### src/rtl/mem_arbiter.sv
`default_nettype none
// ============================================================================
// Module   : mem_arbiter
// Brief    : Arbitrates instruction-fetch and load/store traffic onto one
//            single-port memory, with bounded starvation of the fetch port.
// Revision : 1.0 - initial release
// ============================================================================
module mem_arbiter #(
    parameter int STARVE_MAX = 3
) (
    input  logic        clk,
    input  logic        rst,
    input  logic        if_req,
    input  logic [31:0] if_addr,
    output logic [31:0] if_rdata,
    output logic        if_ack,
    input  logic        d_req,
    input  logic        d_we,
    input  logic [31:0] d_addr,
    input  logic [31:0] d_wdata,
    output logic [31:0] d_rdata,
    output logic        d_ack,
    output logic        m_req,
    output logic        m_we,
    output logic [31:0] m_addr,
    output logic [31:0] m_wdata,
    input  logic [31:0] m_rdata,
    input  logic        m_ready,
    output logic        if_stall,
    output logic        d_stall
);

    localparam logic [2:0] c_ST_IDLE    = 3'd0;
    localparam logic [2:0] c_ST_SERVE_I = 3'd1;
    localparam logic [2:0] c_ST_SERVE_D = 3'd2;
    localparam logic [2:0] c_ST_RESP_I  = 3'd3;
    localparam logic [2:0] c_ST_RESP_D  = 3'd4;

    localparam logic [3:0] c_STARVE_MAX = 4'(STARVE_MAX);

    logic [2:0]  r_state;
    logic [2:0]  w_state_nxt;
    logic [3:0]  r_starve_cnt;
    logic        r_m_we;
    logic [31:0] r_m_addr;
    logic [31:0] r_m_wdata;
    logic [31:0] r_if_rdata;
    logic [31:0] r_d_rdata;

    logic        w_in_idle;
    logic        w_starved;
    logic        w_grant_d;
    logic        w_grant_i;
    logic        w_done_i;
    logic        w_done_d;

    // Requests are only looked at in IDLE; data wins unless fetch has waited
    // through STARVE_MAX consecutive data grants.
    assign w_in_idle = (r_state == c_ST_IDLE);
    assign w_starved = (r_starve_cnt >= c_STARVE_MAX);
    assign w_grant_d = w_in_idle & d_req & (~if_req | ~w_starved);
    assign w_grant_i = w_in_idle & if_req & ~w_grant_d;
    assign w_done_i  = (r_state == c_ST_SERVE_I) & m_ready;
    assign w_done_d  = (r_state == c_ST_SERVE_D) & m_ready;

    // ------------------------------------------------------------------
    // State register
    // ------------------------------------------------------------------
    always_ff @(posedge clk or posedge rst) begin
        if (rst) begin
            r_state <= c_ST_IDLE;
        end else begin
            r_state <= w_state_nxt;
        end
    end

    // ------------------------------------------------------------------
    // Next-state logic
    // ------------------------------------------------------------------
    always_comb begin
        w_state_nxt = r_state;
        case (r_state)
            c_ST_IDLE: begin
                if (w_grant_d) begin
                    w_state_nxt = c_ST_SERVE_D;
                end else if (w_grant_i) begin
                    w_state_nxt = c_ST_SERVE_I;
                end
            end
            c_ST_SERVE_I: begin
                if (m_ready) begin
                    w_state_nxt = c_ST_RESP_I;
                end
            end
            c_ST_SERVE_D: begin
                if (m_ready) begin
                    w_state_nxt = c_ST_RESP_D;
                end
            end
            c_ST_RESP_I: w_state_nxt = c_ST_IDLE;
            c_ST_RESP_D: w_state_nxt = c_ST_IDLE;
            default:     w_state_nxt = c_ST_IDLE;
        endcase
    end

    // ------------------------------------------------------------------
    // State-decoded outputs
    // ------------------------------------------------------------------
    always_comb begin
        m_req  = 1'b0;
        if_ack = 1'b0;
        d_ack  = 1'b0;
        case (r_state)
            c_ST_SERVE_I: m_req  = 1'b1;
            c_ST_SERVE_D: m_req  = 1'b1;
            c_ST_RESP_I:  if_ack = 1'b1;
            c_ST_RESP_D:  d_ack  = 1'b1;
            default: begin
                m_req  = 1'b0;
                if_ack = 1'b0;
                d_ack  = 1'b0;
            end
        endcase
    end

    // ------------------------------------------------------------------
    // Memory command latch: captured on the grant edge, held until the next
    // ------------------------------------------------------------------
    always_ff @(posedge clk or posedge rst) begin
        if (rst) begin
            r_m_we    <= 1'b0;
            r_m_addr  <= 32'd0;
            r_m_wdata <= 32'd0;
        end else if (w_grant_d) begin
            r_m_we    <= d_we;
            r_m_addr  <= d_addr;
            r_m_wdata <= d_wdata;
        end else if (w_grant_i) begin
            r_m_we    <= 1'b0;
            r_m_addr  <= if_addr;
        end
    end

    // ------------------------------------------------------------------
    // Fetch starvation counter
    // ------------------------------------------------------------------
    always_ff @(posedge clk or posedge rst) begin
        if (rst) begin
            r_starve_cnt <= 4'd0;
        end else if (w_grant_d && if_req) begin
            if (!w_starved) begin
                r_starve_cnt <= r_starve_cnt + 4'd1;
            end
        end else if (w_grant_i) begin
            r_starve_cnt <= 4'd0;
        end
    end

    // ------------------------------------------------------------------
    // Read-data capture; stores leave d_rdata untouched
    // ------------------------------------------------------------------
    always_ff @(posedge clk or posedge rst) begin
        if (rst) begin
            r_if_rdata <= 32'd0;
            r_d_rdata  <= 32'd0;
        end else begin
            if (w_done_i) begin
                r_if_rdata <= m_rdata;
            end
            if (w_done_d && !r_m_we) begin
                r_d_rdata <= m_rdata;
            end
        end
    end

    assign m_we     = r_m_we;
    assign m_addr   = r_m_addr;
    assign m_wdata  = r_m_wdata;
    assign if_rdata = r_if_rdata;
    assign d_rdata  = r_d_rdata;

    assign if_stall = if_req & ~if_ack;
    assign d_stall  = d_req & ~d_ack;

endmodule
`default_nettype wire
### config.mk
export PLATFORM = sky130hd
export DESIGN_NAME = mem_arbiter
export DESIGN_NICKNAME = d
export VERILOG_FILES = /design/src/rtl/mem_arbiter.sv
export SDC_FILE = /design/constraint.sdc
export NUM_CORES = 1
export LEC_CHECK = 0
export ABC_AREA = 1
export BUFFER_PORTS_ARGS = -buffer_cell sky130_fd_sc_hd__buf_2
export CORE_AREA = 2 2 96 190
export DETAILED_ROUTE_END_ITERATION = 8
export DIE_AREA = 0 0 98 192
export REMOVE_ABC_BUFFERS = 1
export SYNTH_ARGS = -nofsm -noshare
export SYNTH_HDL_FRONTEND = slang
export SYNTH_SLANG_ARGS = --single-unit
### constraint.sdc
create_clock -name clk -period 11.2 [get_ports clk]
set_clock_uncertainty 0.05 [all_clocks]
set_input_delay 0.56 -clock clk [delete_from_list [all_inputs] [get_ports clk]]
set_output_delay 0.56 -clock clk [all_outputs]
set_load 0.05 [all_outputs]
==> run metrics <==
status=completed; via count=~5300; Mapped Cells=roughly 680; critical path cell sequence=nor2_4 > nand2_1 > nor2_4 > buf_4 > nand2_2 > buf_4 > o21ai_1 > nand2_1 > nand2_1; DRT Pass-1 Iters=5; cell taking the most area after synthesis=dfrtp_1; Worst VDD drop=150.5 uV; Vias/cell=between 4 and 5; hold crit path type=input pin to async pin; DRC=0; port bufs=roughly 270; die height=192 um; slowest cell on the critical path=buf_4; PwrDens=380.7 nW/um^2; first-pass GRT wire length=26.29 mm; clk slew on worst S/H paths=0.06 ns; r2r startpoint=r_state[1]$_DFFE_PP0P_; Cell Rows=68; antenna violations before repair=1; CP Data Required Time=11.51 ns; share of the synthesized area in the top cell type=between 50 and 60%; Yosys reg bits=136; layout overhead on the synthesized area=36.97%; overall power=3.034 mW; H-tree level count=4; Starting Density=33.69%; Num CTS Buffers=17; routability cong.=0.8301; MaxCap Viol Count=0; synth unique cells=23; all-layer global routing usage=17.84%; setup slack, reg-to-reg=8.54 ns; post-route minimum period=between 2 and 3 ns; area taken by multi-input logic gates=1953 um^2; Reg area=3403 um^2; clk root buf=clkbuf_16; Slew Viols, Final=0; FILL cells=1795; detailed placement HPWL=~12 mm; Congestion Overflow GR=0; total core area=17270 um^2; post-route cell area=7969 um^2; R2R Path End=m_addr[13]$_DFFE_PP0P_; Top delay family on crit path=buffers and inverters; vias in the first global route=5279; synth warn=0; unrepaired setup endpoints after global routing=no; CP arrival=2.97 ns; CTS Sinks=136; Avg Inst Size Synth=8.569 um^2; final WL=16.85 mm; max_slew headroom=27.10%; Startpoint Class=flip-flop; setup violators final=0; fin crit share=23.76%; CP max FO=68; fmax=375.7 MHz; CTS tree=built; Final Hold Viols=0; Worst Max-Slew Pin Slew=1.094 ns; Post-CTS Resized=0; leakage=4.562 nW; Setup CP Type=flip-flop to flip-flop; Area contributors post-synth=dfrtp_1, nand2_1, o21ai_0; share of the yosys chip area belonging to registers=around three fifths; most frequent CP cell=nand2_1; type of element capturing the critical path=flip-flop; Die ar.=18820 um^2; critical path depth=9; synthesized cell area=around 5800 um^2; # nets final=1065; later-pin clock latency in the skew report=about 0.42 ns; Longest Clk Path Bufs=2; Initial DRC Count=roughly 170; largest net degree at the start of global routing=~70; fraction of layout instances using a drive strength above 1=33.30%; CP peak stage delay=0.55 ns; TNS Setup=0 ns; Post-CTS Repair Setup Buffers=0; # hold bufs at CTS=0; Register-to-Register Path Depth=9; die width=98 um; Cell Area, Placed=7283 um^2; Final ANT Viol Nets=0; drt wl/cell=14.60 um; Worst Path Buf+Inv=2; Top Ports=268
## placed cells by master, fill, tap and decap left out, types with 3 or more instances in the layout
cell type and instances:
clkbuf_16 17, nand2_1 241, nand3_1 36, inv_6 4, dfrtp_1 136, nor2_1 6, o21ai_0 93, buf_4 4
bufinv_16 6, inv_1 76, buf_2 267, nand3b_1 32, nand2_2 3, o21ai_1 5
## through the flow
stage	utilization, %	worst slack [ns]	hold slack [ns]	std cells
6_report	46.14	8.538	0.1715	1154
5_1_grt	46.14	8.316	0.2061	1154
4_1_cts	46.12	8.568	0.1834	1153
3_5_place_dp	42.17	8.548	0.4058	1121
3_3_place_gp	42.17	8.592	0.4013	1121
2_1_floorplan	-	6.951	0.3861	640
## Yosys cell counts
cell	instances
buf_2	10
inv_2	1
a21oi_2	1
a21oi_1	1
ha_1	1
nand3_2	2
buf_4	4
inv_1	77
o21ai_0	93
buf_6	1
nand2_1	243
clkbuf_1	21
nor2_1	6
nand4_1	1
nand3b_1	32
a21boi_0	1
nand3_1	36
nor2_2	1
dfrtp_1	136
nand2_2	1
o21ai_1	5
nor2_4	2
buf_1	3
## power by group
part | internal [mW] | switching (mW) | total [mW]
registers | 0.722 | 0.123 | 0.844
logic | 0.322 | 1.22 | 1.54
clock network | 0.426 | 0.222 | 0.648
total | 1.47 | 1.56 | 3.03
## worst max path at each step
stage	startpoint	endpoint	slack, ns
after detailed placement	if_req	m_addr[12]$_DFFE_PP0P_	8.55
after CTS	r_state[1]$_DFFE_PP0P_	m_addr[13]$_DFFE_PP0P_	8.57
final	r_state[1]$_DFFE_PP0P_	m_addr[13]$_DFFE_PP0P_	8.54
after floorplan	rst	d_rdata[0]$_DFFE_PP0P_	6.95
after global routing	r_state[1]$_DFFE_PP0P_	m_addr[1]$_DFFE_PP0P_	8.32
after global placement	if_req	m_addr[31]$_DFFE_PP0P_	8.59
## state kept, by name, indices dropped and copies added, names as in the netlist
signal,flops
m_we,1
m_wdata,32
r_starve_cnt,4
m_addr,32
if_rdata,32
r_state,3
d_rdata,32
## cell families after synthesis
logic type               count (synthesis)  synth area share [%]
buffers and inverters                  117                 8.151
AND/OR/NAND/NOR                        324                 24.34
flip-flops                             136                 58.49
AO/OA/AOI/OAI                          101                 8.796
adder cells (fa/ha/maj)                  1                0.2150
## cell type report
class	instances	area share, %
diodes	1	0.03140
inverters	78	3.737
clock buffers	18	5.511
clock inverters	14	3.062
well taps	210	3.297
flip-flops and latches	136	42.71
repair buffers	271	17.15
multi-input cells	426	24.51
## layer usage
| metal | part of all wire, % | up-vias | track usage, % | wire (um) |
|---|---|---|---|---|
| met1 | 37 | 2416 | 19.37 | 6256 |
| li1 | - | 2625 | - | - |
| met3 | 6.2 | 31 | 4.731 | 1044 |
| met4 | 3.2 | 0 | 8.707 | 537 |
| met5 | 0 | - | 0 | 0 |
| met2 | 53 | 197 | 31.80 | 9016 |
Power figures use the tool's default switching activity.
